`src/rtl/nx_ram_arb_pkg.sv`:
```
// Shared types for the 1R1W RAM hardware-port arbiter.
// Tag layout, yield FSM states and latency helper.
package nx_ram_arb_pkg;

    localparam int ID_MAX_W = 3;

    typedef enum logic {
        RUN   = 1'b0,
        YIELD = 1'b1
    } arb_state_e;

    typedef struct packed {
        logic                vld;
        logic [ID_MAX_W-1:0] id;
    } rsp_tag_t;

    function automatic int lat_sum(
        input int in_flop,
        input int out_flop,
        input int rd_lat
    );
        return in_flop + out_flop + rd_lat;
    endfunction

endpackage

```
`src/rtl/nx_ram_1r1w_hw_arb_rr_pick.sv`:
```
// Round-robin picker: first requester at or after ptr, wrapping.
// Pure combinational; one-hot grant plus encoded index.
module nx_rr_pick #(
    parameter  int N  = 4,
    localparam int IW = $clog2(N)
) (
    input  logic [N-1:0]  req,
    input  logic [IW-1:0] ptr,
    output logic [N-1:0]  gnt,
    output logic [IW-1:0] idx,
    output logic          any
);

    logic [IW-1:0] j;

    always_comb begin
        gnt = '0;
        idx = '0;
        any = 1'b0;
        j   = '0;
        for (int k = 0; k < N; k++) begin
            j = IW'((int'(ptr) + k) % N);
            if (!any && req[j]) begin
                any    = 1'b1;
                gnt[j] = 1'b1;
                idx    = j;
            end
        end
    end

endmodule

```
`src/rtl/nx_ram_1r1w_hw_arb.sv`:
```
// Arbitrates N_REQ clients onto the wrapper hardware port, yields
// to software on request and routes tagged read data back.
module nx_ram_1r1w_hw_arb
    import nx_ram_arb_pkg::*;
#(
    parameter  int N_REQ       = 4,
    parameter  int N_ENTRIES   = 1024,
    parameter  int N_DATA_BITS = 32,
    parameter  int IN_FLOP     = 0,
    parameter  int OUT_FLOP    = 0,
    parameter  int RD_LATENCY  = 1,
    parameter  int MAX_HOLD    = 16,
    localparam int AW          = $clog2(N_ENTRIES),
    localparam int IW          = $clog2(N_REQ),
    localparam int DW          = N_DATA_BITS
) (
    input  logic                clk,
    input  logic                rst_n,
    input  logic [N_REQ-1:0]    rd_req,
    input  logic [N_REQ*AW-1:0] rd_addr,
    output logic [N_REQ-1:0]    rd_gnt,
    input  logic [N_REQ-1:0]    wr_req,
    input  logic [N_REQ*AW-1:0] wr_addr,
    input  logic [N_REQ*DW-1:0] wr_dat,
    output logic [N_REQ-1:0]    wr_gnt,
    output logic                rsp_vld,
    output logic [IW-1:0]       rsp_id,
    output logic [DW-1:0]       rsp_dat,
    output logic                hw_cs,
    output logic                hw_we,
    output logic                hw_re,
    output logic [AW-1:0]       hw_raddr,
    output logic [AW-1:0]       hw_waddr,
    output logic [DW-1:0]       hw_din,
    input  logic [DW-1:0]       hw_dout,
    input  logic                hw_yield
);

    localparam int LAT = lat_sum(IN_FLOP, OUT_FLOP, RD_LATENCY);
    localparam int HW  = $clog2(MAX_HOLD + 1);
    localparam logic [HW-1:0] HOLD_LAST = HW'(MAX_HOLD - 1);

    arb_state_e      state;
    logic [HW-1:0]   hold_cnt;
    logic [IW-1:0]   rd_ptr, wr_ptr;
    logic [N_REQ-1:0] rd_pick, wr_pick;
    logic [IW-1:0]   rd_idx, wr_idx;
    logic            rd_any, wr_any;
    logic [AW-1:0]   rd_win_addr, wr_win_addr;
    logic [DW-1:0]   wr_win_dat;
    logic            run, hazard, rd_go, wr_go;
    rsp_tag_t        tag_pipe [LAT];
    rsp_tag_t        tag_out;
    logic            unused_id;

    nx_rr_pick #(.N(N_REQ)) u_rd_pick (
        .req (rd_req),
        .ptr (rd_ptr),
        .gnt (rd_pick),
        .idx (rd_idx),
        .any (rd_any)
    );

    nx_rr_pick #(.N(N_REQ)) u_wr_pick (
        .req (wr_req),
        .ptr (wr_ptr),
        .gnt (wr_pick),
        .idx (wr_idx),
        .any (wr_any)
    );

    assign rd_win_addr = rd_addr[rd_idx*AW +: AW];
    assign wr_win_addr = wr_addr[wr_idx*AW +: AW];
    assign wr_win_dat  = wr_dat[wr_idx*DW +: DW];

    // Same-address collision: write first so the later read sees new data.
    assign run    = rst_n && (state == RUN);
    assign hazard = rd_any && wr_any && (rd_win_addr == wr_win_addr);
    assign wr_go  = run && wr_any;
    assign rd_go  = run && rd_any && !hazard;

    assign wr_gnt   = wr_go ? wr_pick : '0;
    assign rd_gnt   = rd_go ? rd_pick : '0;
    assign hw_we    = wr_go;
    assign hw_re    = rd_go;
    assign hw_cs    = wr_go | rd_go;
    assign hw_waddr = wr_go ? wr_win_addr : '0;
    assign hw_din   = wr_go ? wr_win_dat : '0;
    assign hw_raddr = rd_go ? rd_win_addr : '0;

    always_ff @(posedge clk or negedge rst_n) begin
        if (!rst_n) begin
            rd_ptr <= '0;
            wr_ptr <= '0;
        end else begin
            if (rd_go) rd_ptr <= IW'((int'(rd_idx) + 1) % N_REQ);
            if (wr_go) wr_ptr <= IW'((int'(wr_idx) + 1) % N_REQ);
        end
    end

    always_ff @(posedge clk or negedge rst_n) begin
        if (!rst_n) begin
            state    <= RUN;
            hold_cnt <= '0;
        end else begin
            unique case (state)
                RUN: begin
                    if (hw_cs && hw_yield) begin
                        if (hold_cnt == HOLD_LAST) begin
                            state    <= YIELD;
                            hold_cnt <= '0;
                        end else begin
                            hold_cnt <= hold_cnt + 1'b1;
                        end
                    end else begin
                        hold_cnt <= '0;
                    end
                end
                YIELD: begin
                    state    <= RUN;
                    hold_cnt <= '0;
                end
            endcase
        end
    end

    always_ff @(posedge clk or negedge rst_n) begin
        if (!rst_n) begin
            for (int i = 0; i < LAT; i++) tag_pipe[i] <= '0;
        end else begin
            tag_pipe[0].vld <= rd_go;
            tag_pipe[0].id  <= rd_go ? ID_MAX_W'(rd_idx) : '0;
            for (int i = 1; i < LAT; i++) tag_pipe[i] <= tag_pipe[i-1];
        end
    end

    assign tag_out   = tag_pipe[LAT-1];
    assign rsp_vld   = tag_out.vld;
    assign rsp_id    = tag_out.id[IW-1:0];
    assign rsp_dat   = hw_dout;
    assign unused_id = ^tag_out.id;

endmodule

```
`config.mk`:
```
export PLATFORM = sky130hd
export DESIGN_NAME = nx_ram_1r1w_hw_arb
export DESIGN_NICKNAME = d
export VERILOG_FILES = /design/src/rtl/nx_ram_arb_pkg.sv /design/src/rtl/nx_ram_1r1w_hw_arb_rr_pick.sv /design/src/rtl/nx_ram_1r1w_hw_arb.sv
export SDC_FILE = /design/constraint.sdc
export NUM_CORES = 1
export LEC_CHECK = 0
export BUFFER_PORTS_ARGS = -buffer_cell sky130_fd_sc_hd__buf_2
export CORE_AREA = 3 3 133 135
export CTS_CLUSTER_SIZE = 28
export DETAILED_ROUTE_END_ITERATION = 7
export DIE_AREA = 0 0 136 138
export GPL_TIMING_DRIVEN = 0
export PLACE_DENSITY = 0.58
export SETUP_SLACK_MARGIN = 0.5
export SLEW_MARGIN = 20
export SYNTH_ARGS = -nofsm -noshare
export SYNTH_HDL_FRONTEND = slang
export SYNTH_HIERARCHICAL = 1
export SYNTH_SLANG_ARGS = --single-unit
```
`constraint.sdc`:
```
create_clock -name clk -period 4.73 [get_ports clk]
set_input_delay 0.2365 -clock clk [delete_from_list [all_inputs] [get_ports clk]]
set_output_delay 0.2365 -clock clk [all_outputs]
set_load 0.02 [all_outputs]
```
==> results.json <==
{
  "rsz0062_at_grt": "true",
  "worstSetupStartpointType": "register",
  "synth-edff-count": 0,
  "dpl_cell_area_sq_mm": 0.00523,
  "design_area_sq_mm": 0.00586,
  "grt_pass1_wl_mm": 25.0,
  "overflow": 0,
  "wl_met1_mm": 6.44,
  "wl_met2_mm": 8.64,
  "synth_largest_area_cell": "mux4_2",
  "synth_cell_type_count": 38,
  "synth_area_leaders": "mux4_2 (37%), dfrtp_1 (9.6%), and3_1 (8.5%), buf_4 (7.6%), ha_1 (4.1%)",
  "required_ns": 4.49,
  "r2r_slack_ns": 0.81,
  "core_sq_mm": 0.0166,
  "wirelength_mm": 16.8,
  "route.detailed.drc": 0,
  "status": "complete, no violations",
  "drv_cap": 0,
  "cp_max_fo": 10,
  "antenna_cells": 0,
  "syn_inst": 315,
  "synth.net_count": 577,
  "wl_per_cell_um": 18.9,
  "cts-root-buf": "clkbuf_16",
  "synthArstFlopShare_pct": 100,
  "area_delta_synth_final_pct": 73.9,
  "drtIter0Drc": 201,
  "power.leakage_nw": 3.02,
  "placementRows": 47,
  "track_usage_pct": 17.0,
  "antenna_found_initial": 5,
  "fill_cells": 1753,
  "place_congestion": 0.873,
  "maxSlewViolCount": 0,
  "slew_headroom_pct": 46.3,
  "viasPerCell": 4.68,
  "critical_path_arrival_ns": 3.91,
  "cts_sinks": 13,
  "critPathKind": "reg2out",
  "vias": 4167,
  "grt_pass1_vias": 4302,
  "cp-endpoint": "hw_raddr[4]",
  "die_w_um": 136,
  "clkTransAtPathRegs_ns": 0.05,
  "die_area_sq_mm": 0.0188,
  "port_buffers": 316,
  "synth_flop_cell": "dfrtp_1",
  "cts.path.max_buffers": 2,
  "netlist.area_leader.share_pct": 37.4,
  "irDropWorstVdd_v": 0.000325,
  "synth_seq_area_share_pct": 9.65,
  "drtAntennaViolNets": 0,
  "cts_max_level": 1,
  "period_share_pct": 87.7,
  "clock_skew_ns": 0.00338,
  "highest_layer": "met5",
  "dp_hpwl_mm": 14.3,
  "die_h_um": 138,
  "drive_gt1_share_pct": 72.7,
  "min_path_type": "in2reg",
  "hold_viol": 0,
  "power.density_mw_per_mm2": 844,
  "startpoint": "rd_ptr[0]",
  "clk_latency_ns": 0.24,
  "regToRegStartpoint": "rd_ptr[0]",
  "syn-cell-area_sq_mm": 0.00337,
  "tightest_slew_ns": 0.806,
  "layout.nets": 933,
  "endpoint_kind": "output pin",
  "fmax_mhz": 241,
  "cts_tree": "built",
  "dr.pass1.iters": 4,
  "grt_start_max_net_pins": 15,
  "setup_viol": 0,
  "fin_crit_ns": 4.15,
  "ys_warn_count": 6,
  "boundaryPins": 349,
  "wl_met3_mm": 1.41,
  "yosys_register_bits": 13,
  "synth.avg_cell_area_sq_um": 10.7,
  "numCtsBuffers": 3,
  "p_total_w": 0.00495,
  "worstRegToRegCells": 18,
  "start_util_pct": 20.3,
  "r2r_end": "rsp_id[0]"
}
[cell families after synthesis]
family / synth area share (%)
AO/OA/AOI/OAI: 7.87
XOR/XNOR: 3.64
adder cells (fa/ha/maj): 4.08
buffers and inverters: 12.7
flip-flops: 9.65
multiplexers: 42.7
AND/OR/NAND/NOR: 19.3
[metrics by stage]
| step | hold slack, ns | setup TNS [ns] | utilization (%) | worst slack [ns] | cells |
|---|---|---|---|---|---|
| 2_1_floorplan | -0.0591 | 0 | - | 0.744 | 315 |
| 3_3_place_gp | 0.153 | -1.16 | 31.5 | -0.154 | 851 |
| 3_5_place_dp | 0.152 | -1.45 | 31.5 | -0.183 | 851 |
| 4_1_cts | 0.392 | 0 | 34.3 | 0.500 | 884 |
| 5_1_grt | 0.420 | 0 | 35.4 | 0.377 | 890 |
| 6_report | 0.393 | 0 | 35.4 | 0.581 | 890 |
[timing repair]
item                                    4_1_cts  5_1_grt
pin swaps                                     8       15
setup buffers                                27        6
endpoints found under the setup margin       49       23
endpoints found under the hold margin        13        0
gates cloned                                  1        0
hold buffers                                  1        0
gates resized for setup                      35       45
[flip-flops by register name, summed over array words and instances, names as in the netlist]
signal / count
rsp_id: 2
wr_ptr: 2
rsp_vld: 1
rd_ptr: 2
hold_cnt: 5
state: 1
[power breakdown]
part           total [W]  internal, W  switching, W
Combinational    0.00463      0.00235       0.00228
Clock           0.000159     0.000114     0.0000454
Sequential      0.000160     0.000143     0.0000177
Total            0.00495      0.00261       0.00234
[per-layer routing]
metal,GRT usage [%],vias to the layer above
met5,0,-
met4,1.91,10
met3,4.43,30
met2,30.3,192
met1,21.3,2003
li1,-,1932
[how the worst min path moves through the flow]
stage | from | end | cells after the start
after floorplan | rst_n | hold_cnt[0] | 0
after global placement | rst_n | hold_cnt[2] | 1
after detailed placement | rst_n | hold_cnt[2] | 1
after CTS | hw_yield | state | 3
after global routing | hw_yield | hold_cnt[2] | 3
final | hw_yield | state | 3
[critical path: stages (launching register included)]
cell     delay [ns]
dfrtp_1        0.39
buf_6          0.13
inv_1          0.10
ha_4           0.23
mux4_2         0.29
buf_6          0.16
nor4b_4        0.29
nor2_1         0.10
a32o_1         0.27
buf_4          0.20
mux4_2         0.33
xnor2_1        0.22
nand3_1        0.15
nor3_4         0.26
nor2_4         0.10
buf_6          0.14
and2_4         0.15
buf_6          0.12
[cell type report]
cell class                      count  area, sq um  share of cell area, %
Multi-Input combinational cell    233         2730                   46.5
Timing Repair Buffer              351         1980                   33.7
Buffer                             61          443                   7.55
Sequential cell                    13          329                   5.61
Tap cell                          220          275                   4.69
Clock buffer                        4         78.8                   1.34
Inverter                            8         32.5                  0.555
[cells in the final DEF (no fill, tap or decap), drive strengths merged, types with 5 or more instances in the layout]
cell type  Yosys  final
nor2           8      8
and2          16     16
clkbuf        13     15
o21ai         14     14
ha            11     11
nor4           5      5
a22oi         16     16
mux4          60     60
nand2b         5      5
dfrtp         13     13
and3          46     46
buf           48    400
inv            8      8
xnor2         12     12
[Yosys cell counts (3+ instances only)]
cell type / n
inv_1: 8
o21ai_0: 13
mux4_1: 4
buf_6: 5
a22oi_1: 16
buf_4: 34
xnor2_1: 12
mux2i_1: 4
dfrtp_1: 13
nand2b_1: 5
nor3_1: 3
o31ai_1: 3
and2_1: 16
nor2_1: 7
and3_1: 46
mux4_2: 56
nand3_1: 3
buf_2: 4
clkbuf_1: 13
nor2b_1: 3
buf_1: 5
nand2_1: 4
nor4_1: 5
ha_1: 11
Note: power is estimated with default switching activity, not from simulation.
